`src/rtl/voting_pkg.sv`:
```
// voting_pkg: poll session state encodings and the tally saturation limit.
package voting_pkg;
  typedef enum logic [1:0] {
    ST_IDLE   = 2'b00,
    ST_OPEN   = 2'b01,
    ST_SCAN   = 2'b10,
    ST_RESULT = 2'b11
  } poll_state_e;
  // All-ones value of a w-bit tally, for w up to 32.
  function automatic logic [31:0] tally_max(input int w);
    return (w >= 32) ? 32'hffff_ffff : (32'd1 << w) - 32'd1;
  endfunction
endpackage

```
`src/rtl/vote_scan.sv`:
```
// vote_scan: sequential arg-max over the tally bank, one candidate per cycle after start.
module vote_scan #(
  parameter int NUM_CAND  = 4,
  parameter int CTR_WIDTH = 16,
  parameter int SEL_WIDTH = 2
) (
  input  logic                          clk,
  input  logic                          rst_n,
  input  logic                          start,
  input  logic                          clr,
  input  logic [NUM_CAND*CTR_WIDTH-1:0] tally_flat,
  output logic [SEL_WIDTH-1:0]          winner,
  output logic                          tie,
  output logic [CTR_WIDTH-1:0]          max_count,
  output logic                          done
);
  logic busy, first, last, gt, tie_n;
  logic [SEL_WIDTH-1:0] idx, win_n;
  logic [CTR_WIDTH-1:0] t, best_n;
  always_comb begin
    t = '0;
    for (int i = 0; i < NUM_CAND; i++)
      if (idx == SEL_WIDTH'(i)) t = tally_flat[i*CTR_WIDTH +: CTR_WIDTH];
    first = idx == '0;
    last = idx == SEL_WIDTH'(NUM_CAND - 1);
    gt = first || t > max_count;
    best_n = gt ? t : max_count;
    win_n = gt ? idx : winner;
    tie_n = gt ? 1'b0 : (t == max_count) ? 1'b1 : tie;
    // A shared maximum of zero is not a tie.
    if (last && best_n == '0) tie_n = 1'b0;
  end
  always_ff @(posedge clk or negedge rst_n)
    if (!rst_n) begin
      busy <= 1'b0;
      idx <= '0;
      done <= 1'b0;
      winner <= '0;
      tie <= 1'b0;
      max_count <= '0;
    end else begin
      done <= busy & last;
      if (start) begin
        busy <= 1'b1;
        idx <= '0;
      end else if (busy) begin
        busy <= ~last;
        idx <= last ? '0 : idx + SEL_WIDTH'(1);
      end
      if (clr) begin
        winner <= '0;
        tie <= 1'b0;
        max_count <= '0;
      end else if (busy) begin
        winner <= win_n;
        tie <= tie_n;
        max_count <= best_n;
      end
    end
endmodule

```
`src/rtl/voting_machine_n.sv`:
```
// voting_machine_n: N-candidate ballot unit with poll FSM, vote lockout, saturating tallies.
module voting_machine_n
  import voting_pkg::*;
#(
  parameter int NUM_CAND    = 4,
  parameter int CTR_WIDTH   = 16,
  parameter int SEL_WIDTH   = (NUM_CAND > 1) ? $clog2(NUM_CAND) : 1,
  parameter int LOCKOUT_CYC = 8
) (
  input  logic                          clk,
  input  logic                          rst_n,
  input  logic                          open_poll,
  input  logic                          close_poll,
  input  logic                          clear,
  input  logic                          enable_btn,
  input  logic [SEL_WIDTH-1:0]          sel,
  output logic                          vote_accepted,
  output logic                          vote_rejected,
  output logic [NUM_CAND*CTR_WIDTH-1:0] tally_flat,
  output logic [1:0]                    state,
  output logic                          result_valid,
  output logic [SEL_WIDTH-1:0]          winner,
  output logic                          tie,
  output logic [CTR_WIDTH-1:0]          max_count
);
  localparam int LW = $clog2(LOCKOUT_CYC + 1);
  localparam logic [CTR_WIDTH-1:0] TALLY_MAX = CTR_WIDTH'(tally_max(CTR_WIDTH));
  poll_state_e st, st_n;
  logic prev_btn, vote_req, accept, clr, scan_start, scan_done;
  logic [LW-1:0] lock;
  logic [CTR_WIDTH-1:0] tally [NUM_CAND];
  logic [NUM_CAND-1:0] hit, room;
  assign vote_req = enable_btn & ~prev_btn;
  assign clr = clear & (st == ST_IDLE || st == ST_RESULT);
  assign scan_start = (st == ST_OPEN) & close_poll;
  // An out-of-range sel matches no candidate, so it can never be accepted.
  assign accept = vote_req & (st == ST_OPEN) & (lock == '0) & |(hit & room);
  for (genvar i = 0; i < NUM_CAND; i++) begin : g_cand
    assign hit[i] = sel == SEL_WIDTH'(i);
    assign room[i] = tally[i] != TALLY_MAX;
    assign tally_flat[i*CTR_WIDTH +: CTR_WIDTH] = tally[i];
  end
  always_ff @(posedge clk or negedge rst_n)
    if (!rst_n) begin
      for (int i = 0; i < NUM_CAND; i++) tally[i] <= '0;
    end else begin
      for (int i = 0; i < NUM_CAND; i++)
        tally[i] <= clr ? '0 : (accept & hit[i]) ? tally[i] + CTR_WIDTH'(1) : tally[i];
    end
  always_ff @(posedge clk or negedge rst_n)
    if (!rst_n) begin
      prev_btn <= 1'b0;
      lock <= '0;
      vote_accepted <= 1'b0;
      vote_rejected <= 1'b0;
    end else begin
      prev_btn <= enable_btn;
      vote_accepted <= accept;
      vote_rejected <= vote_req & ~accept;
      lock <= accept ? LW'(LOCKOUT_CYC) : (lock != '0) ? lock - LW'(1) : lock;
    end
  always_ff @(posedge clk or negedge rst_n)
    if (!rst_n) st <= ST_IDLE;
    else st <= st_n;
  always_comb begin
    st_n = st;
    case (st)
      ST_IDLE:   st_n = clear ? ST_IDLE : open_poll ? ST_OPEN : ST_IDLE;
      ST_OPEN:   st_n = close_poll ? ST_SCAN : ST_OPEN;
      ST_SCAN:   st_n = scan_done ? ST_RESULT : ST_SCAN;
      ST_RESULT: st_n = clear ? ST_IDLE : ST_RESULT;
      default:   st_n = ST_IDLE;
    endcase
  end
  always_comb begin
    state = st;
    result_valid = st == ST_RESULT;
  end
  vote_scan #(.NUM_CAND(NUM_CAND), .CTR_WIDTH(CTR_WIDTH), .SEL_WIDTH(SEL_WIDTH)) u_scan (
    .clk        (clk),
    .rst_n      (rst_n),
    .start      (scan_start),
    .clr        (clr),
    .tally_flat (tally_flat),
    .winner     (winner),
    .tie        (tie),
    .max_count  (max_count),
    .done       (scan_done)
  );
endmodule

```
`config.mk`:
```
export PLATFORM = sky130hd
export DESIGN_NAME = voting_machine_n
export DESIGN_NICKNAME = d
export VERILOG_FILES = /design/src/rtl/voting_pkg.sv /design/src/rtl/vote_scan.sv /design/src/rtl/voting_machine_n.sv
export SDC_FILE = /design/constraint.sdc
export NUM_CORES = 1
export LEC_CHECK = 0
export ABC_AREA = 1
export BUFFER_PORTS_ARGS = -buffer_cell sky130_fd_sc_hd__buf_4
export CORE_MARGIN = 3
export CORE_UTILIZATION = 58
export DETAILED_ROUTE_END_ITERATION = 7
export GPL_ROUTABILITY_DRIVEN = 0
export GPL_TIMING_DRIVEN = 0
export PLACE_DENSITY = 0.81
export SYNTH_ARGS = -nofsm -noshare
export SYNTH_HDL_FRONTEND = slang
export SYNTH_SLANG_ARGS = --single-unit
```
`constraint.sdc`:
```
create_clock -name clk -period 3.56 [get_ports clk]
set_input_delay 0.712 -clock clk [delete_from_list [all_inputs] [get_ports clk]]
set_output_delay 0.712 -clock clk [all_outputs]
set_load 0.05 [all_outputs]
```
==> results of run 1 <==
## cell families after synthesis
| family | Yosys count |
|---|---|
| adders and majority gates | 30 |
| AOI/OAI and AO/OA | 163 |
| DFF | 96 |
| xor gates and xnor gates | 37 |
| and+or+nand+nor | 386 |
| buffers and inverters | 161 |
## layer usage
| metal | wire (um) | track usage [%] |
|---|---|---|
| met1 | 7971 | 42.05 |
| met2 | 9108 | 47.99 |
| met3 | 1644 | 4.171 |
| met4 | 386 | 9.455 |
| met5 | 0 | 0 |
## flip-flops by register name (all words and copies together) (netlist names)
name / cells
u_scan.max_count: 16
u_scan.tie: 1
vote_accepted: 1
lock: 4
u_scan.busy: 1
vote_rejected: 1
tally_flat: 64
prev_btn: 1
u_scan.done: 1
state: 2
u_scan.winner: 2
u_scan.idx: 2
## final cells by class
class                      count  area share [%]
buffer                        30           2.618
clock buffer                  10           2.852
clock inverter                 4          0.5923
inverter                     129           6.079
multi-input combinational    616           46.27
sequential                    96           29.93
tap                          140           2.182
timing repair buffer          99           9.476
## worst register-to-register path, delay by kind of cell, from the launching register on
family | cells | cell delay (ps)
AO/OA/AOI/OAI | 2 | 440
buffers and inverters | 5 | 540
adder cells (fa/ha/maj) | 2 | 470
AND/OR/NAND/NOR | 16 | 1390
flip-flops | 1 | 430
## cell usage in the layout, fill, tap and decap left out, types with 4 or more instances in the layout
| cell type | instances |
|---|---|
| clkbuf_16 | 10 |
| o221ai_2 | 7 |
| nand4_1 | 35 |
| inv_2 | 10 |
| o21ai_2 | 45 |
| nor2_2 | 7 |
| nor3_1 | 23 |
| nor4_1 | 8 |
| xor2_1 | 32 |
| buf_6 | 8 |
| nor2_1 | 66 |
| o21ai_0 | 51 |
| ha_1 | 26 |
| nand3_1 | 68 |
| buf_1 | 4 |
| a21oi_1 | 21 |
| nand2_1 | 160 |
| o22ai_1 | 15 |
| dfrtp_1 | 96 |
| nand3_2 | 5 |
| xnor2_1 | 5 |
| a22oi_2 | 9 |
| buf_4 | 98 |
| clkbuf_1 | 9 |
| inv_1 | 116 |
| o21ai_1 | 6 |
## worst paths after layout
kind                               start             endpoint  slack [ps]  depth (start not counted)
max                        u_scan.idx[1]           u_scan.tie         170                         25
min                           enable_btn             prev_btn         480                          1
max in group asynchronous          rst_n  u_scan.max_count[0]        2150                          1
min reg2reg                     prev_btn        vote_rejected         490                          1
max reg2reg                u_scan.idx[1]           u_scan.tie         170                         25
min in group asynchronous          rst_n        tally_flat[2]         620                          1
## power groups by stage
stage | logic (mW) | clock network, mW | registers, mW
floorplan | 2.36 | 0 | 2.28
global placement | 4.07 | 0 | 1.64
detailed placement | 4.13 | 0 | 1.65
CTS | 4.29 | 0.960 | 1.63
global route | 5.08 | 1.00 | 1.68
finish | 4.66 | 0.943 | 1.65
## what timing repair did
action	4_1_cts	5_1_grt
gates cloned	0	1
hold buffers	0	0
pin swaps	1	9
resized for setup	23	48
buffers inserted	0	3
setup endpoints to repair	19	9
## metrics by stage
step                      util (%)  hold slack, ps
final                        73.09           483.1
after global routing         73.09           474.0
after CTS                    71.52           475.7
after detailed placement     68.35           478.2
after global placement       68.35           465.2
after floorplan                  -           416.4
==> flow_metrics.py, run 1 <==
metrics = {
    "clocking": {
        "cts_tree": "built",
        "clock_latency_ps": 350,
        "clk_path_buf_depth": 2,
        "htree_levels": 3,
        "cts_buffers": 9,
        "root_buffer": "clkbuf_16",
        "cts_num_sinks": 96,
        "clkTransAtPathRegs_ps": 60,
    },
    "synthesis": {
        "synth-compound-area-share_pct": 16.28,
        "netlist_area_sq_um": 6619,
        "synthFlopType": "dfrtp_1",
        "seq_area_frac_synth_pct": 36.29,
        "syn_area_per_cell_sq_um": 7.582,
        "async_reset_ff_share_pct": 100.0,
        "synthSimpleGateAreaFrac_pct": 26.98,
        "synth_nets": 911,
        "synthTopCellsByCount": "162 x nand2_1, 119 x inv_1, 96 x dfrtp_1, 69 x nand3_1, 68 x nor2_1",
        "yosysMostFrequentCell": "nand2_1",
        "synthXorXnorAreaFrac_pct": 4.896,
        "syn_inst": 873,
        "synthDistinctLibCells": 38,
        "synthAdderAreaFrac_pct": 5.671,
        "synth_edf_count": 0,
        "synth_area_leaders": "dfrtp_1 36%, nand2_1 9.2%, inv_1 6.7%",
        "ys_seq_elements": 96,
        "yosys.area.top_type": "dfrtp_1",
        "synth_mux_area_share_pct": 0,
        "synth_top_family_by_area": "simple AND/OR/NAND/NOR gates",
        "yosys_warnings": 0,
        "yosysTopAreaCellShare_pct": 36.29,
    },
    "drt": {
        "wl_per_cell_um": 17.00,
        "wl_mm": 19.11,
        "dr_total_vias": 6541,
        "initialDrtViolationCount": 581,
        "dr.pass1.iters": 7,
        "post-route-drc-count": 0,
        "vias_per_cell": 5.819,
        "drtAntennaViolNets": 0,
    },
    "power_and_ir_drop": {
        "ir_drop_mv": 0.6886,
        "p_sw_mw": 3.854,
        "finalPower_mw": 7.247,
        "clock_power_share_pct": 13.0,
        "p_leak_nw": 3.791,
        "switching_share_pct": 53.18,
        "p_seq_share_pct": 22.7,
        "p_per_area_nw_per_um2": 902.7,
        "p_comb_share_pct": 64.3,
        "p_int_mw": 3.393,
    },
    "finish": {
        "finish.net_count": 1019,
        "multi_input_area_sq_um": 3715,
        "diodes": 0,
        "finalInstanceArea_sq_um": 8028,
        "drive_gt1_share_pct": 23.98,
        "area_growth_pct": 21.29,
        "seqCellArea_sq_um": 2402,
        "layout.cells.non_filler": 1124,
        "fillers": 899,
    },
    "timing": {
        "finalHoldViolCount": 0,
        "finalCritPeriodShare_pct": 95.24,
        "setup_tns_ps": 0,
        "fin_ws_ps": 169.4,
        "fin_crit_ps": 3391,
        "tightest_slew_ps": 1226,
        "clock.fmax_mhz": 294.9,
        "slew_viol_final": 0,
        "skew_ps": 8.839,
        "relSlewSlack_pct": 18.28,
        "setup_violations": 0,
    },
    "grt": {
        "grt_remaining_overflow": 0,
        "track_usage_pct": 29.88,
        "grt_max_degree": 97,
        "first_global_vias": 6136,
        "grt_first_pass_wirelength_mm": 30.60,
        "antenna_found_initial": 0,
    },
    "placed_design": {
        "place.port_buffers": 95,
        "dpl-instance-area_sq_um": 7507,
        "dp_hpwl_mm": 14.00,
        "pre_cts_ws_ps": -589.5,
        "numPlacedInstances": 1108,
    },
    "die": {
        "die_w_um": 112.8,
        "core_sq_um": 10980,
        "die_h_um": 112.8,
        "initial_core_util_pct": 60.26,
        "core.rowCount": 38,
        "die_area_sq_um": 12730,
        "io_pins": 96,
    },
    "setup_path": {
        "start_kind": "flop",
        "path_max_fanout": 10,
        "cp_common_cell": "nand2_1",
        "path_buf_inv": 5,
        "worst_ep_arrival_time_ps": 3630,
        "cpMaxStageDelayCell": "dfrtp_1",
        "cp.required_ps": 3790,
        "critPathMaxStageDelay_ps": 430,
        "crit_type": "reg2reg",
        "critical_path.top_delay_family": "simple AND/OR/NAND/NOR gates",
        "cp-end-kind": "flop",
    },
    "min_path": {
        "hold_class": "in2reg",
    },
    "job": {
        "maxCapViolations": 0,
    },
    "outcome": {
        "status": "finished clean",
    },
}
No activity file was read; power rests on OpenSTA's default activity.
==> run 2, diff against run 1 <==
ABC_AREA = not set   (was 1)
CORE_UTILIZATION = 57   (was 58)
PLACE_DENSITY = 0.8   (was 0.81)
==> run 2 against run 1 <==
  * Die area down 7.4%
  * Clock skew up 7.9 ps
  * Final area down 12%
  * Via count down 12%
  * Largest cell class unchanged
==> flow_metrics.py, run 2 <==
metrics = {
    "synthesis": {
        "yosysMostFrequentCell": "dfrtp_1",
        "syn_area_per_cell_sq_um": 8.947,
        "synth_nets": 708,
        "syn_inst": 670,
        "synth_area_leaders": "dfrtp_1 40%, ha_1 6.3%, nand2_1 5.4%",
        "synthTopCellsByCount": "96 x dfrtp_1, 86 x nand2_1, 48 x nor2_1, 42 x a21oi_1, 35 x inv_1",
        "netlist_area_sq_um": 5994,
        "seq_area_frac_synth_pct": 40.08,
        "synthDistinctLibCells": 58,
        "yosysTopAreaCellShare_pct": 40.08,
        "async_reset_ff_share_pct": 100.0,
        "yosys_warnings": 0,
        "synth_edf_count": 0,
        "yosys.area.top_type": "dfrtp_1",
        "ys_seq_elements": 96,
        "synthFlopType": "dfrtp_1",
    },
    "grt": {
        "first_global_vias": 5600,
        "antenna_found_initial": 0,
        "grt_remaining_overflow": 0,
        "grt_max_degree": 97,
        "track_usage_pct": 31.48,
        "grt_first_pass_wirelength_mm": 28.67,
    },
    "placed_design": {
        "numPlacedInstances": 898,
        "dpl-instance-area_sq_um": 6874,
        "pre_cts_ws_ps": -455.4,
        "place.port_buffers": 95,
        "dp_hpwl_mm": 13.03,
    },
    "die": {
        "core_sq_um": 10000,
        "die_h_um": 108.6,
        "initial_core_util_pct": 59.95,
        "io_pins": 96,
        "die_area_sq_um": 11780,
        "core.rowCount": 36,
        "die_w_um": 108.6,
    },
    "setup_path": {
        "cp.required_ps": 3860,
        "start_kind": "flop",
        "path_max_fanout": 10,
        "worst_ep_arrival_time_ps": 3650,
        "crit_type": "reg2reg",
        "r2r-end": "u_scan.max_count[11]",
        "cp-end-kind": "flop",
        "worstReg2RegStart": "u_scan.idx[1]",
        "r2r_cells": 13,
        "rrSetupSlack_ps": 210,
    },
    "min_path": {
        "hold_start": "prev_btn",
        "hold_class": "reg2reg",
        "hold-path-cell-count": 1,
        "min_delay_worst_endpoint": "vote_rejected",
    },
    "timing": {
        "clock.fmax_mhz": 298.1,
        "tightest_slew_ps": 1198,
        "skew_ps": 16.70,
        "relSlewSlack_pct": 20.13,
        "slew_viol_final": 0,
        "fin_crit_ps": 3355,
        "finalCritPeriodShare_pct": 94.24,
        "finalHoldViolCount": 0,
        "whs_ps": 439.4,
        "fin_ws_ps": 205.2,
        "setup_violations": 0,
    },
    "power_and_ir_drop": {
        "finalPower_mw": 4.078,
        "p_sw_mw": 1.767,
        "p_leak_nw": 3.170,
        "clock_power_share_pct": 16.3,
        "switching_share_pct": 43.32,
        "ir_drop_mv": 0.4201,
        "p_comb_share_pct": 51.6,
        "p_int_mw": 2.311,
        "p_per_area_nw_per_um2": 574.0,
        "p_seq_share_pct": 32.2,
    },
    "clocking": {
        "hold_buffers": 0,
        "clk_path_buf_depth": 2,
        "cts_buffers": 9,
        "clock_latency_ps": 390,
        "htree_levels": 3,
        "cts_tree": "built",
        "clkTransAtPathRegs_ps": 100,
        "cts_num_sinks": 96,
        "root_buffer": "clkbuf_8",
    },
    "finish": {
        "drive_gt1_share_pct": 18.03,
        "layout.cells.non_filler": 915,
        "layout_common_cells": "100 x buf_4, 95 x dfrtp_1, 86 x nand2_1",
        "area_growth_pct": 18.51,
        "diodes": 0,
        "largest_reg_flops": 64,
        "final_common_cell": "buf_4",
        "finalInstanceArea_sq_um": 7104,
        "finish.net_count": 816,
    },
    "drt": {
        "wl_per_cell_um": 19.02,
        "vias_per_cell": 6.311,
        "wl_mm": 17.41,
        "drtAntennaViolNets": 0,
        "dr.pass1.iters": 5,
        "post-route-drc-count": 0,
        "dr_total_vias": 5775,
        "initialDrtViolationCount": 580,
    },
    "outcome": {
        "status": "finished clean",
    },
    "job": {
        "maxCapViolations": 0,
    },
}
run 2: layout make-up:
cell class / count / area (sq um)
Buffer: 36 / 168.9
Clock buffer: 12 / 155.1
Clock inverter: 3 / 17.52
Fill cell: 805 / 2895
Inverter: 35 / 131.4
Multi-Input combinational cell: 501 / 3318
Sequential cell: 96 / 2404
Tap cell: 133 / 166.4
Timing Repair Buffer: 99 / 743.2
run 2: repair_timing:
| action | CTS | global route |
|---|---|---|
| hold endpoints to repair | 0 | 0 |
| setup endpoints to repair | 18 | 18 |
| gates resized for setup | 6 | 12 |
| setup buffers | 0 | 4 |
run 2: power groups by stage:
stage / clock (mW) / sequential [mW] / combinational, mW
2_1_floorplan: 0 / 1.50 / 1.23
3_3_place_gp: 0 / 1.32 / 1.85
3_5_place_dp: 0 / 1.33 / 1.93
4_1_cts: 0.677 / 1.31 / 1.96
5_1_grt: 0.726 / 1.33 / 2.28
6_report: 0.663 / 1.31 / 2.10
run 2: worst max-delay path, cell delays in order, from the launching register on:
cell	delay [ps]
dfrtp_1	440
inv_1	90
ha_1	250
clkbuf_2	200
a21oi_1	160
o21ai_0	110
a22o_1	240
ha_1	340
nand4_1	160
a2111o_1	420
a311oi_1	260
buf_4	190
buf_6	170
mux2i_1	220
run 2: stage by stage:
step                utilization (%)  setup TNS (ps)
floorplan                         -               0
global placement              68.74           -2501
detailed placement            68.74           -5059
CTS                           70.55               0
global route                  71.05          -15.64
finish                        71.05               0
run 2: worst max-delay path by stage:
stage / end / cells after the start / startpoint
finish: u_scan.max_count[11] / 13 / u_scan.idx[1]
global route: u_scan.max_count[11] / 13 / u_scan.idx[1]
CTS: u_scan.max_count[11] / 12 / u_scan.idx[0]
detailed placement: u_scan.max_count[6] / 13 / u_scan.idx[0]
global placement: u_scan.max_count[5] / 13 / u_scan.idx[0]
floorplan: u_scan.max_count[10] / 13 / u_scan.idx[0]
run 2: cells by family (layout without fill, tap and decap cells):
| group | count (synthesis) | after routing | share of synthesized area (%) |
|---|---|---|---|
| multiplexers | 28 | 28 | 4.696 |
| AND/OR/NAND/NOR | 271 | 271 | 23.73 |
| XOR/XNOR | 27 | 27 | 3.945 |
| AO/OA/AOI/OAI | 145 | 145 | 16.43 |
| adder cells (fa/ha/maj) | 30 | 30 | 6.262 |
| flip-flops | 96 | 96 | 40.08 |
| buffers and inverters | 73 | 185 | 4.863 |
run 2: metal layers:
layer	global-route usage [%]	up-vias	share of wire, %
met4	11.18	0	2.8
met1	42.22	2813	40
met3	7.284	50	8.7
li1	-	2653	-
met2	50.13	259	49
met5	0	-	0
==> run 3, diff against run 2 <==
CORE_UTILIZATION = 62   (was 57)
PLACE_DENSITY = 0.86   (was 0.8)
clock period = 4 ns   (was 3.56 ns; I/O delays follow)
==> run 3 against run 2 <==
  * Clock-buffer cell count down 2
  * Non-clock buffer count shrank 4
  * Final cell count is 0.77% lower
  * Final area shrank 0.53%
  * Via count up 2.3%
  * First-iteration DRC count grew 16%
  * Critical endpoint is now u_scan.max_count[5]
  * Critical path depth shrank 1
==> flow_metrics.py, run 3 (synthesized netlist as in run 2, its figures left out) <==
metrics = {
    "outcome": {
        "status": "finished clean",
    },
    "placed_design": {
        "numPlacedInstances": 894,
        "pre_cts_ws_ps": -230.3,
        "place.port_buffers": 95,
        "dp_hpwl_mm": 12.72,
        "dpl-instance-area_sq_um": 6869,
    },
    "clocking": {
        "htree_levels": 3,
        "cts_buffers": 9,
        "root_buffer": "clkbuf_8",
        "cts_num_sinks": 96,
        "clkTransAtPathRegs_ps": 100,
        "clock_latency_ps": 360,
        "hold_buffers": 0,
        "cts_tree": "built",
        "clk_path_buf_depth": 2,
    },
    "finish": {
        "finalInstanceArea_sq_um": 7067,
        "diodes": 0,
        "finish.net_count": 812,
        "area_growth_pct": 17.89,
        "layout.cells.non_filler": 908,
        "fillers": 689,
        "utilization_pct": 75.76,
        "largest_reg_flops": 64,
        "layout_common_cells": "96 x dfrtp_1, 95 x buf_4, 86 x nand2_1",
        "drive_gt1_share_pct": 16.82,
        "final_common_cell": "dfrtp_1",
    },
    "timing": {
        "relSlewSlack_pct": 19.89,
        "whs_ps": 431.3,
        "fin_ws_ps": 236.6,
        "rsz0062_at_grt": "false",
        "clock.fmax_mhz": 265.7,
        "skew_ps": 15.24,
        "finalCritPeriodShare_pct": 94.08,
        "setup_tns_ps": 0,
        "tightest_slew_ps": 1202,
        "slew_viol_final": 0,
        "fin_crit_ps": 3763,
        "setup_violations": 0,
        "finalHoldViolCount": 0,
    },
    "drt": {
        "dr.pass1.iters": 6,
        "drtAntennaViolNets": 0,
        "vias_per_cell": 6.504,
        "post-route-drc-count": 0,
        "initialDrtViolationCount": 671,
        "dr_total_vias": 5906,
        "wl_mm": 17.34,
        "wl_per_cell_um": 19.10,
    },
    "grt": {
        "top_usage_layer": "met2",
        "grt_first_pass_wirelength_mm": 28.50,
        "grt_max_degree": 97,
        "first_global_vias": 5727,
        "track_usage_pct": 32.04,
        "grt_util_met3_pct": 6.456,
        "antenna_found_initial": 0,
        "use_met1_pct": 42.74,
        "grtUsageMet2_pct": 50.69,
        "grt_remaining_overflow": 0,
    },
    "job": {
        "maxCapViolations": 0,
    },
    "power_and_ir_drop": {
        "finalPower_mw": 3.604,
        "clock_power_share_pct": 17.9,
        "switching_share_pct": 44.12,
        "p_per_area_nw_per_um2": 510.0,
        "p_seq_share_pct": 32.3,
        "p_comb_share_pct": 49.8,
        "p_int_mw": 2.014,
        "p_sw_mw": 1.590,
        "ir_drop_mv": 0.3480,
        "p_leak_nw": 3.150,
    },
    "die": {
        "initial_core_util_pct": 64.27,
        "die_h_um": 104.3,
        "die_w_um": 104.3,
        "io_pins": 96,
        "die_area_sq_um": 10880,
        "core_sq_um": 9328,
        "core.rowCount": 35,
    },
    "setup_path": {
        "cp-end-kind": "flop",
        "path_max_fanout": 18,
        "cp.required_ps": 4270,
        "crit_type": "reg2reg",
        "worst_ep_arrival_time_ps": 4040,
        "start_kind": "flop",
    },
    "min_path": {
        "hold_class": "reg2reg",
    },
}
run 3: power by group through the flow:
stage,Clock [mW],Sequential [mW],Combinational [mW]
after floorplan,0,1.33,1.10
after global placement,0,1.17,1.65
after detailed placement,0,1.18,1.72
after CTS,0.651,1.16,1.76
after global routing,0.687,1.18,1.95
final,0.646,1.17,1.79
run 3: critical path, cell delays in order, from the launching register on:
cell and delay (ps):
dfrtp_1 470, inv_1 100, ha_1 250, nand2b_1 80
clkbuf_1 310, o22ai_1 180, a31oi_1 340, ha_1 200
nand4_1 190, a2111o_1 460, a311oi_1 310, buf_2 520
mux2i_1 250
run 3: cell type report:
| class | count | area (sq um) | area share (%) |
|---|---|---|---|
| flip-flops and latches | 96 | 2402 | 33.99 |
| repair buffers | 95 | 713.2 | 10.09 |
| inverters | 35 | 131.4 | 1.859 |
| clock buffers | 10 | 127.6 | 1.806 |
| multi-input cells | 501 | 3309 | 46.83 |
| well taps | 129 | 161.4 | 2.284 |
| plain buffers | 36 | 155.1 | 2.195 |
| clock inverters | 6 | 66.31 | 0.9384 |
run 3: repair_timing:
| item | 4_1_cts | 5_1_grt |
|---|---|---|
| resized for setup | 2 | 5 |
| gates cloned | 0 | 0 |
| buffers inserted | 0 | 0 |
| setup endpoints to repair | 10 | 10 |
run 3: final timing paths:
path / from / slack (ps) / end / cells past startpoint
worst max-delay path: u_scan.idx[0] / 240 / u_scan.max_count[5] / 12
worst min-delay path: prev_btn / 430 / vote_rejected / 1
worst max register to register: u_scan.idx[0] / 240 / u_scan.max_count[5] / 12
worst min register to register: prev_btn / 430 / vote_rejected / 1
max in group asynchronous: rst_n / 2550 / tally_flat[23] / 1
min in group asynchronous: rst_n / 680 / u_scan.max_count[12] / 1
run 3: per-layer routing:
layer  part of all wire (%)  vias to the layer above
li1                       -                     2683
met1                     39                     2759
met2                     46                      387
met3                     11                       77
met4                    3.9                        0
met5                      0                        -
